[config.mk]
export PLATFORM = sky130hd
export DESIGN_NAME = sub_40b_seq
export DESIGN_NICKNAME = d
export VERILOG_FILES = /design/src/rtl/sub_40b_seq.sv
export SDC_FILE = /design/constraint.sdc
export NUM_CORES = 1
export LEC_CHECK = 0
export ABC_AREA = 1
export CORE_MARGIN = 2
export CORE_UTILIZATION = 55
export DETAILED_ROUTE_END_ITERATION = 6
export PLACE_DENSITY = 0.79
export SLEW_MARGIN = 20
export SYNTH_ARGS = -nofsm -noshare
export SYNTH_HDL_FRONTEND = slang
export SYNTH_SLANG_ARGS = --single-unit
[constraint.sdc]
create_clock -name clk -period 4.4 [get_ports clk]
set_clock_uncertainty 0.15 [all_clocks]
set_input_delay 0.88 -clock clk [delete_from_list [all_inputs] [get_ports clk]]
set_output_delay 0.88 -clock clk [all_outputs]
set_load 0.02 [all_outputs]
[src/rtl/sub_40b_seq.sv]
// Sequential WIDTH-bit subtractor: D = A - B - Bin computed one SLICE-bit
// add slice per clock, with B inverted and the borrow carried as inverted carry.
module sub_40b_seq #(
  parameter int WIDTH = 40,
  parameter int SLICE = 8
) (
  input  logic             clk,
  input  logic             rst_n,
  input  logic             start,
  input  logic [WIDTH-1:0] A,
  input  logic [WIDTH-1:0] B,
  input  logic             Bin,
  output logic             busy,
  output logic             done,
  output logic [WIDTH-1:0] D,
  output logic             Bout,
  output logic             Ovf
);

  localparam int NSLICE = WIDTH / SLICE;
  localparam int KW     = (NSLICE > 1) ? $clog2(NSLICE) : 1;
  localparam logic [KW-1:0] K_LAST = KW'(NSLICE - 1);

  localparam logic [0:0] IDLE = 1'b0;
  localparam logic [0:0] RUN  = 1'b1;

  logic [0:0]       state;
  logic [KW-1:0]    k;
  logic             carry;
  logic [WIDTH-1:0] a_reg;
  logic [WIDTH-1:0] b_reg;
  logic [WIDTH-1:0] res;

  logic [SLICE-1:0] a_slice;
  logic [SLICE-1:0] b_slice;
  logic [SLICE:0]   slice_sum;
  logic [WIDTH-1:0] res_next;

  // One shared slice adder; res_next folds the current slice into the
  // partial result so the final edge can publish the complete difference.
  always_comb begin
    a_slice   = a_reg[k*SLICE +: SLICE];
    b_slice   = b_reg[k*SLICE +: SLICE];
    slice_sum = {1'b0, a_slice} + {1'b0, ~b_slice} + {{SLICE{1'b0}}, carry};
    res_next  = res;
    res_next[k*SLICE +: SLICE] = slice_sum[SLICE-1:0];
  end

  always_ff @(posedge clk or negedge rst_n) begin
    if (!rst_n) begin
      state <= IDLE;
      k     <= '0;
      carry <= 1'b0;
      a_reg <= '0;
      b_reg <= '0;
      res   <= '0;
      done  <= 1'b0;
      D     <= '0;
      Bout  <= 1'b0;
      Ovf   <= 1'b0;
    end else begin
      done <= 1'b0;
      if (state == IDLE) begin
        if (start) begin
          a_reg <= A;
          b_reg <= B;
          carry <= ~Bin;
          k     <= '0;
          state <= RUN;
        end
      end else begin
        res   <= res_next;
        carry <= slice_sum[SLICE];
        if (k == K_LAST) begin
          // Outputs only move here, so partial results never leak out.
          D     <= res_next;
          Bout  <= ~slice_sum[SLICE];
          Ovf   <= (a_reg[WIDTH-1] != b_reg[WIDTH-1]) &&
                   (res_next[WIDTH-1] != a_reg[WIDTH-1]);
          done  <= 1'b1;
          k     <= '0;
          state <= IDLE;
        end else begin
          k <= k + 1'b1;
        end
      end
    end
  end

  assign busy = (state == RUN);

endmodule
==> summary.txt, run 1 <==
Job
  – Max Cap Viol: 0

Timing
  – Final Max Slew Viols: 0
  – Setup TNS Final: 0 ns
  – Endpoints failing hold: 0
  – Post-layout min period: 3.48 ns
  – Relative slew slack: 54.8%
  – Tcrit/Tclk final: 79.1%
  – Fmax achieved: 287 MHz
  – Worst slew pin tran: 0.677 ns
  – RSZ-0062 raised after global routing: no
  – Setup ws final: 0.918 ns
  – # setup viols final: 0

Synthesis
  – Post-synth EDFFs: 0
  – Yosys top cell area share: 52.3%
  – Synth area leaders: dfrtp_1 52%, nand2_1 11%, mux2_2 8.7%
  – Commonest cells post-synth: 239 x nand2_1, 168 x dfrtp_1, 62 x inv_1, 62 x mux2_2, 48 x o21ai_0
  – Unique masters post-synth: 40
  – Post-Synth XOR/XNOR Area: 0.529%
  – Mapped Area: 0.00804 mm2
  – Synth Area in Compound Gates: 11.2%
  – Synth Instances: 851
  – Register area share after synthesis: 52.3%
  – Post-synthesis simple-gate area fraction: 18.2%
  – Yosys reg bits: 168
  – Syn avg cell area: 9.45 um2
  – Top FF cell, synth: dfrtp_1
  – Adder-cell share of the synthesized area: 2.68%
  – Mux contribution to synthesized area: 8.81%
  – Synth async-reset ratio: 100%
  – Yosys top cell by area: dfrtp_1
  – Most common cell in the netlist: nand2_1
  – Syn_nets: 951
  – Synth warn: 0
  – Combinational family with the most area after synthesis: simple AND/OR/NAND/NOR gates

Clocking
  – Clock Sinks: 168
  – Post-CTS Setup Repair Bufs: 0
  – CTS H-tree lvls: 4
  – Post-cts sizing count: 0
  – Clk root buf: clkbuf_16
  – CTS Hold Bufs: 0
  – Max Root-Sink Buffers: 2
  – Worst-skew pair later-pin latency: 0.42 ns
  – CTS tree: done
  – CTS buffer count: 17
  – Clk slew on worst S/H paths: 0.06 ns

Global routing
  – Gr ovfl total: 0
  – Largest net degree at the start of global routing: 67
  – Initial antenna violation count: 0
  – First-pass GRT wire length: 31400 um
  – Vias in the first global route: 6261
  – Total GRT Usage: 25.4%

Power and ir drop
  – VDD IR max: 0.000525 V
  – Leak pwr: 4.67 nW
  – Final Total Pwr: 8.75 mW
  – Cell Pwr Density: 878 mW/mm2

Drt
  – Drt first pass iters: 5
  – Wirelength per Cell: 16.1 um
  – Initial drt markers: 408
  – Vias/cell: 5.44
  – DRC: 0
  – DRT Wirelength: 18600 um
  – Final ANT Viol Nets: 0
  – Vias: 6286

Setup path
  – Reg-to-reg slack, setup: 0.92 ns
  – CP Launch Type: flop
  – Worst r2r path cells: 11
  – Setup Crit Path Kind: reg -> reg
  – Worst Setup End Kind: flop
  – Worst-path fanout max: 20
  – Reg-to-reg endpoint: res[9]$_DFFE_PN0P_
  – FF-to-FF Start: k[1]$_DFFE_PN0P_
  – Critical Path AT: 3.67 ns
  – Required @ worst endpoint: 4.59 ns

Finish
  – Total Nets Final: 1062
  – N_diodes: 0
  – Design Area, Final: 0.00997 mm2
  – Layout area overhead: 24.1%
  – Fillers: 1127
  – Register area: 0.00421 mm2
  – Share of layout cells above drive strength 1: 14.2%
  – Final Util: 69.1%
  – Multi-input logic area: 0.00333 mm2

Floorplanning
  – Core Footprint: 0.0144 mm2
  – Die footprint: 0.0156 mm2
  – Die X-Extent: 125 um
  – Ports: 128
  – Starting Density: 55.7%
  – Rows: 44
  – Die Y: 125 um

Placement
  – Port bufs: 127
  – Pre-CTS setup slack: 1.04 ns
  – Final GP Congestion: 0.889
  – DP Wirelength: 13500 um
  – Dpl cell area: 0.00940 mm2

Worst hold path
  – Worst Hold Class: in -> async

Outcome
  – Status: complete, no violations
layout by cell type (no fill, tap or decap), drive strengths merged:
master         count
o21bai             1
clkinv             4
clkbuf            21
dfrtp            168
bufinv             3
fa                 2
xor2               1
nor3               2
clkinvlp           1
clkdlybuf4s50    126
nand4              8
buf                8
xnor2              3
ha                14
o22ai             13
o21ai             72
a32o              12
nand3             36
nand2            245
a21oi             36
or2                4
mux2i              1
inv               73
a22oi              1
nor2              42
a31oi             13
mux2              62
power breakdown:
part / switching, mW / internal, mW
clock network: 0.585 / 0.898
logic: 2.78 / 1.79
registers: 0.437 / 2.26
worst max path at each step:
stage | start | to | slack [ns] | cells past startpoint
after global placement | k[1]$_DFFE_PN0P_ | D[25]$_DFFE_PN0P_ | 1.10 | 11
after floorplan | k[0]$_DFFE_PN0P_ | res[25]$_DFFE_PN0P_ | 1.48 | 14
after CTS | k[1]$_DFFE_PN0P_ | res[9]$_DFFE_PN0P_ | 0.95 | 11
after global routing | k[1]$_DFFE_PN0P_ | res[9]$_DFFE_PN0P_ | 0.73 | 11
final | k[1]$_DFFE_PN0P_ | res[9]$_DFFE_PN0P_ | 0.92 | 11
after detailed placement | k[1]$_DFFE_PN0P_ | res[9]$_DFFE_PN0P_ | 1.04 | 11
cells by family after synthesis:
logic type,Yosys count
adder cells (fa/ha/maj),16
AO/OA/AOI/OAI,148
AND/OR/NAND/NOR,337
buffers and inverters,115
XOR/XNOR,4
flip-flops,168
multiplexers,63
per-stage QoR:
| step | hold slack, ns | std cells |
|---|---|---|
| final | 0.307 | 1156 |
| after floorplan | 0.297 | 851 |
| after CTS | 0.321 | 1156 |
| after detailed placement | 0.315 | 1127 |
| after global routing | 0.345 | 1156 |
| after global placement | 0.306 | 1127 |
cell type report:
cell class                      count  share of cell area [%]
Clock buffer                       21                    4.52
Inverter                           73                    2.77
Timing Repair Buffer              134                    13.5
Tap cell                          184                    2.31
Clock inverter                      8                    1.25
Sequential cell                   168                    42.2
Multi-Input combinational cell    568                    33.4
worst max-delay path, cell delays in order, from the launching register on:
cell and delay (ns):
dfrtp_1 0.49, inv_1 0.37, a21oi_1 0.25, o21ai_0 0.19
a32o_1 0.29, fa_1 0.42, inv_1 0.09, fa_1 0.49
or2_1 0.31, o22ai_2 0.16, nand2_1 0.08, o21ai_0 0.10
layer usage:
| layer | GRT usage (%) | vias up | routed length [um] |
|---|---|---|---|
| met5 | 0 | - | 0 |
| met3 | 6.40 | 37 | 1070 |
| met4 | 8.69 | 0 | 449 |
| met1 | 34.5 | 2990 | 8140 |
| li1 | - | 3036 | - |
| met2 | 40.3 | 223 | 8960 |
Note: power is estimated with default switching activity, not from simulation.
==> run 2, diff against run 1 <==
--- a/config.mk
+++ b/config.mk
@@ -7,9 +7,9 @@
 export LEC_CHECK = 0
 export ABC_AREA = 1
 export CORE_MARGIN = 2
-export CORE_UTILIZATION = 55
+export CORE_UTILIZATION = 49
 export DETAILED_ROUTE_END_ITERATION = 6
-export PLACE_DENSITY = 0.79
+export PLACE_DENSITY = 0.74
 export SLEW_MARGIN = 20
 export SYNTH_ARGS = -nofsm -noshare
 export SYNTH_HDL_FRONTEND = slang
==> constraint.sdc (replaced) <==
create_clock -name clk -period 3.1 [get_ports clk]
set_clock_uncertainty 0.15 [all_clocks]
set_input_delay 0.62 -clock clk [delete_from_list [all_inputs] [get_ports clk]]
set_output_delay 0.62 -clock clk [all_outputs]
set_load 0.02 [all_outputs]
==> run 2 against run 1 <==
  * Worst hold slack gained 0.023 ns
  * Highest routed layer unchanged
  * Non-clock buffer count increased by 17
  * Combinational power up 58%
  * First-iteration DRC count increased by 2.2%
  * Critical endpoint is now res[37]$_DFFE_PN0P_
  * Utilization shrank 4.7 points
  * Global-route usage down 2.2 points
  * Wire length rose by 5.4%
  * Critical path depth grew 2
==> summary.txt, run 2 (synthesis results as in run 1) <==
Clocking
  – Max Root-Sink Buffers: 2 (unchanged)
  – CTS buffer count: 17 (unchanged)
  – Clock Sinks: 168 (unchanged)
  – Clk root buf: clkbuf_16
  – Clk slew on worst S/H paths: 0.06 ns (about the same)
  – CTS H-tree lvls: 4 (unchanged)
  – CTS tree: done
  – Worst-skew pair later-pin latency: 0.43 ns (about the same)

Timing
  – Endpoints failing hold: 0 (unchanged)
  – Final Max Slew Viols: 0 (unchanged)
  – Tcrit/Tclk final: 97.9% (+19 points)
  – Post-layout min period: 3.03 ns (-0.448 ns)
  – Relative slew slack: 65.8% (+11 points)
  – # setup viols final: 0 (unchanged)
  – Hold_ws: 0.330 ns (+0.0233 ns)
  – Worst slew pin tran: 0.511 ns (-0.166 ns)
  – Setup ws final: 0.0659 ns (-0.852 ns)
  – Fmax achieved: 330 MHz (+15%)

Worst hold path
  – Worst Hold Class: reg -> reg
  – Worst hold path startpoint: D[20]$_DFFE_PN0P_

Floorplanning
  – Die Y: 132 um (+5.8%)
  – Rows: 46 (+4.5%)
  – Die footprint: 0.0174 mm2 (+12%)
  – Ports: 128 (unchanged)
  – Die X-Extent: 132 um (+5.8%)
  – Core Footprint: 0.0159 mm2 (+11%)
  – Starting Density: 50.4% (-5.3 points)

Finish
  – Total Nets Final: 1079 (+1.6%)
  – Share of layout cells above drive strength 1: 16.8% (+2.6 points)
  – Commonest cells after routing, fill and taps aside: 238 x nand2_1, 167 x dfrtp_1, 126 x clkdlybuf4s50_1
  – Final Util: 64.4% (-4.7 points)
  – Layout area overhead: 27.8%
  – Design Area, Final: 0.0103 mm2 (+3.0%)
  – N_diodes: 0 (unchanged)
  – Leading cell type in the layout, fill and taps excluded: nand2_1

Drt
  – Initial drt markers: 417 (+2.2%)
  – Vias: 6369 (+1.3%)
  – Vias/cell: 5.27 (-3.0%)
  – DRC: 0 (unchanged)
  – Drt first pass iters: 5 (unchanged)
  – DRT Wirelength: 19600 um (+5.4%)
  – Final ANT Viol Nets: 0 (unchanged)
  – Wirelength per Cell: 16.2 um (+0.83%)

Global routing
  – Gr ovfl total: 0 (unchanged)
  – Largest net degree at the start of global routing: 75 (+12%)
  – First-pass GRT wire length: 32200 um (+2.3%)
  – Initial antenna violation count: 1 (+1)
  – Total GRT Usage: 23.2% (-2.2 points)
  – Vias in the first global route: 6325 (+1.0%)

Placement
  – Port bufs: 127 (unchanged)
  – Final GP Congestion: 0.845 (-5.0%)
  – DP Wirelength: 14000 um (+3.3%)
  – Dpl cell area: 0.00958 mm2 (+1.9%)
  – Pre-CTS setup slack: 0.0965 ns (-0.939 ns)

Setup path
  – Worst Setup End Kind: flop
  – Critical Path AT: 3.17 ns (-0.50 ns)
  – Cell family with most CP delay: compound AO/OA/AOI/OAI gates
  – Cell chain of the critical path: buf_12 > buf_4 > a21oi_1 > o21ai_0 > a32o_1 > ha_1 > or2_1 > nand4_1 > nand2_1 > nand2_1 > nand3_1 > o21ai_0 > o21ai_0
  – Max stage delay cell, worst path: dfrtp_2
  – CP Launch Type: flop
  – CP startpoint: k[0]$_DFFE_PN0P_
  – Top cell by count, worst path: o21ai_0
  – Setup Crit Path Kind: reg -> reg
  – Required @ worst endpoint: 3.24 ns (-1.35 ns)
  – Worst Path Buf+Inv: 2 (unchanged)
  – Worst-path fanout max: 11 (-45%)
  – CP peak stage delay: 0.47 ns (-0.02 ns)
  – FF-to-FF Start: k[0]$_DFFE_PN0P_

Outcome
  – Status: complete, no violations

Power and ir drop
  – VDD IR max: 0.000946 V (+80%)
  – Leak pwr: 4.80 nW (+2.8%)
  – Cell Pwr Density: 1280 mW/mm2 (+45%)

Job
  – Max Cap Viol: 0 (unchanged)
==> run 2: timing repair <==
item                                   CTS  global route
hold buffers                             1             0
setup endpoints to repair                0            23
setup buffers                            0             3
resized for setup                        0            13
endpoints found under the hold margin   43             0
==> run 2: routing by layer <==
metal	up-vias	routed length (um)	GRT usage, %
li1	3078	-	-
met1	3034	8750	31.2
met2	220	9350	37.0
met3	37	1020	5.46
met4	0	497	8.33
met5	-	0	0
==> run 2: worst register-to-register path, stage by stage, from the launching register on <==
cell,delay (ns)
dfrtp_2,0.47
buf_12,0.17
buf_4,0.17
a21oi_1,0.14
o21ai_0,0.15
a32o_1,0.27
ha_1,0.38
or2_1,0.27
nand4_1,0.15
nand2_1,0.09
nand2_1,0.13
nand3_1,0.09
o21ai_0,0.14
o21ai_0,0.13
==> run 2: final cells by class <==
cell class              instances  area [um2]
clock buffers                  21         470
clock inverters                11         120
fillers                      1327        5670
inverters                      73         279
multi-input cells             568        3380
flip-flops and latches        168        4210
well taps                     216         270
repair buffers                151        1550
==> run 2: final timing paths <==
check	endpoint	slack, ns	cells after the start
max in group asynchronous	res[12]$_DFFE_PN0P_	1.51	3
min in group asynchronous	res[35]$_DFFE_PN0P_	0.55	2
worst max-delay path	res[37]$_DFFE_PN0P_	0.07	13
worst min register to register	D[20]$_DFFE_PN0P_	0.33	2
worst max register to register	res[37]$_DFFE_PN0P_	0.07	13
worst min-delay path	D[20]$_DFFE_PN0P_	0.33	2
==> run 2: per-stage QoR <==
step	instances	setup TNS (ns)	total power, mW
4_1_cts	1204	0	12.8
2_1_floorplan	851	0	8.39
3_5_place_dp	1171	0	10.6
6_report	1208	0	13.1
5_1_grt	1208	-0.493	14.1
3_3_place_gp	1171	0	10.5
==> run 2: power breakdown <==
part,switching (mW),total (mW),internal (mW)
combinational,4.28,7.20,2.92
sequential,0.587,3.80,3.21
clock,0.855,2.10,1.25
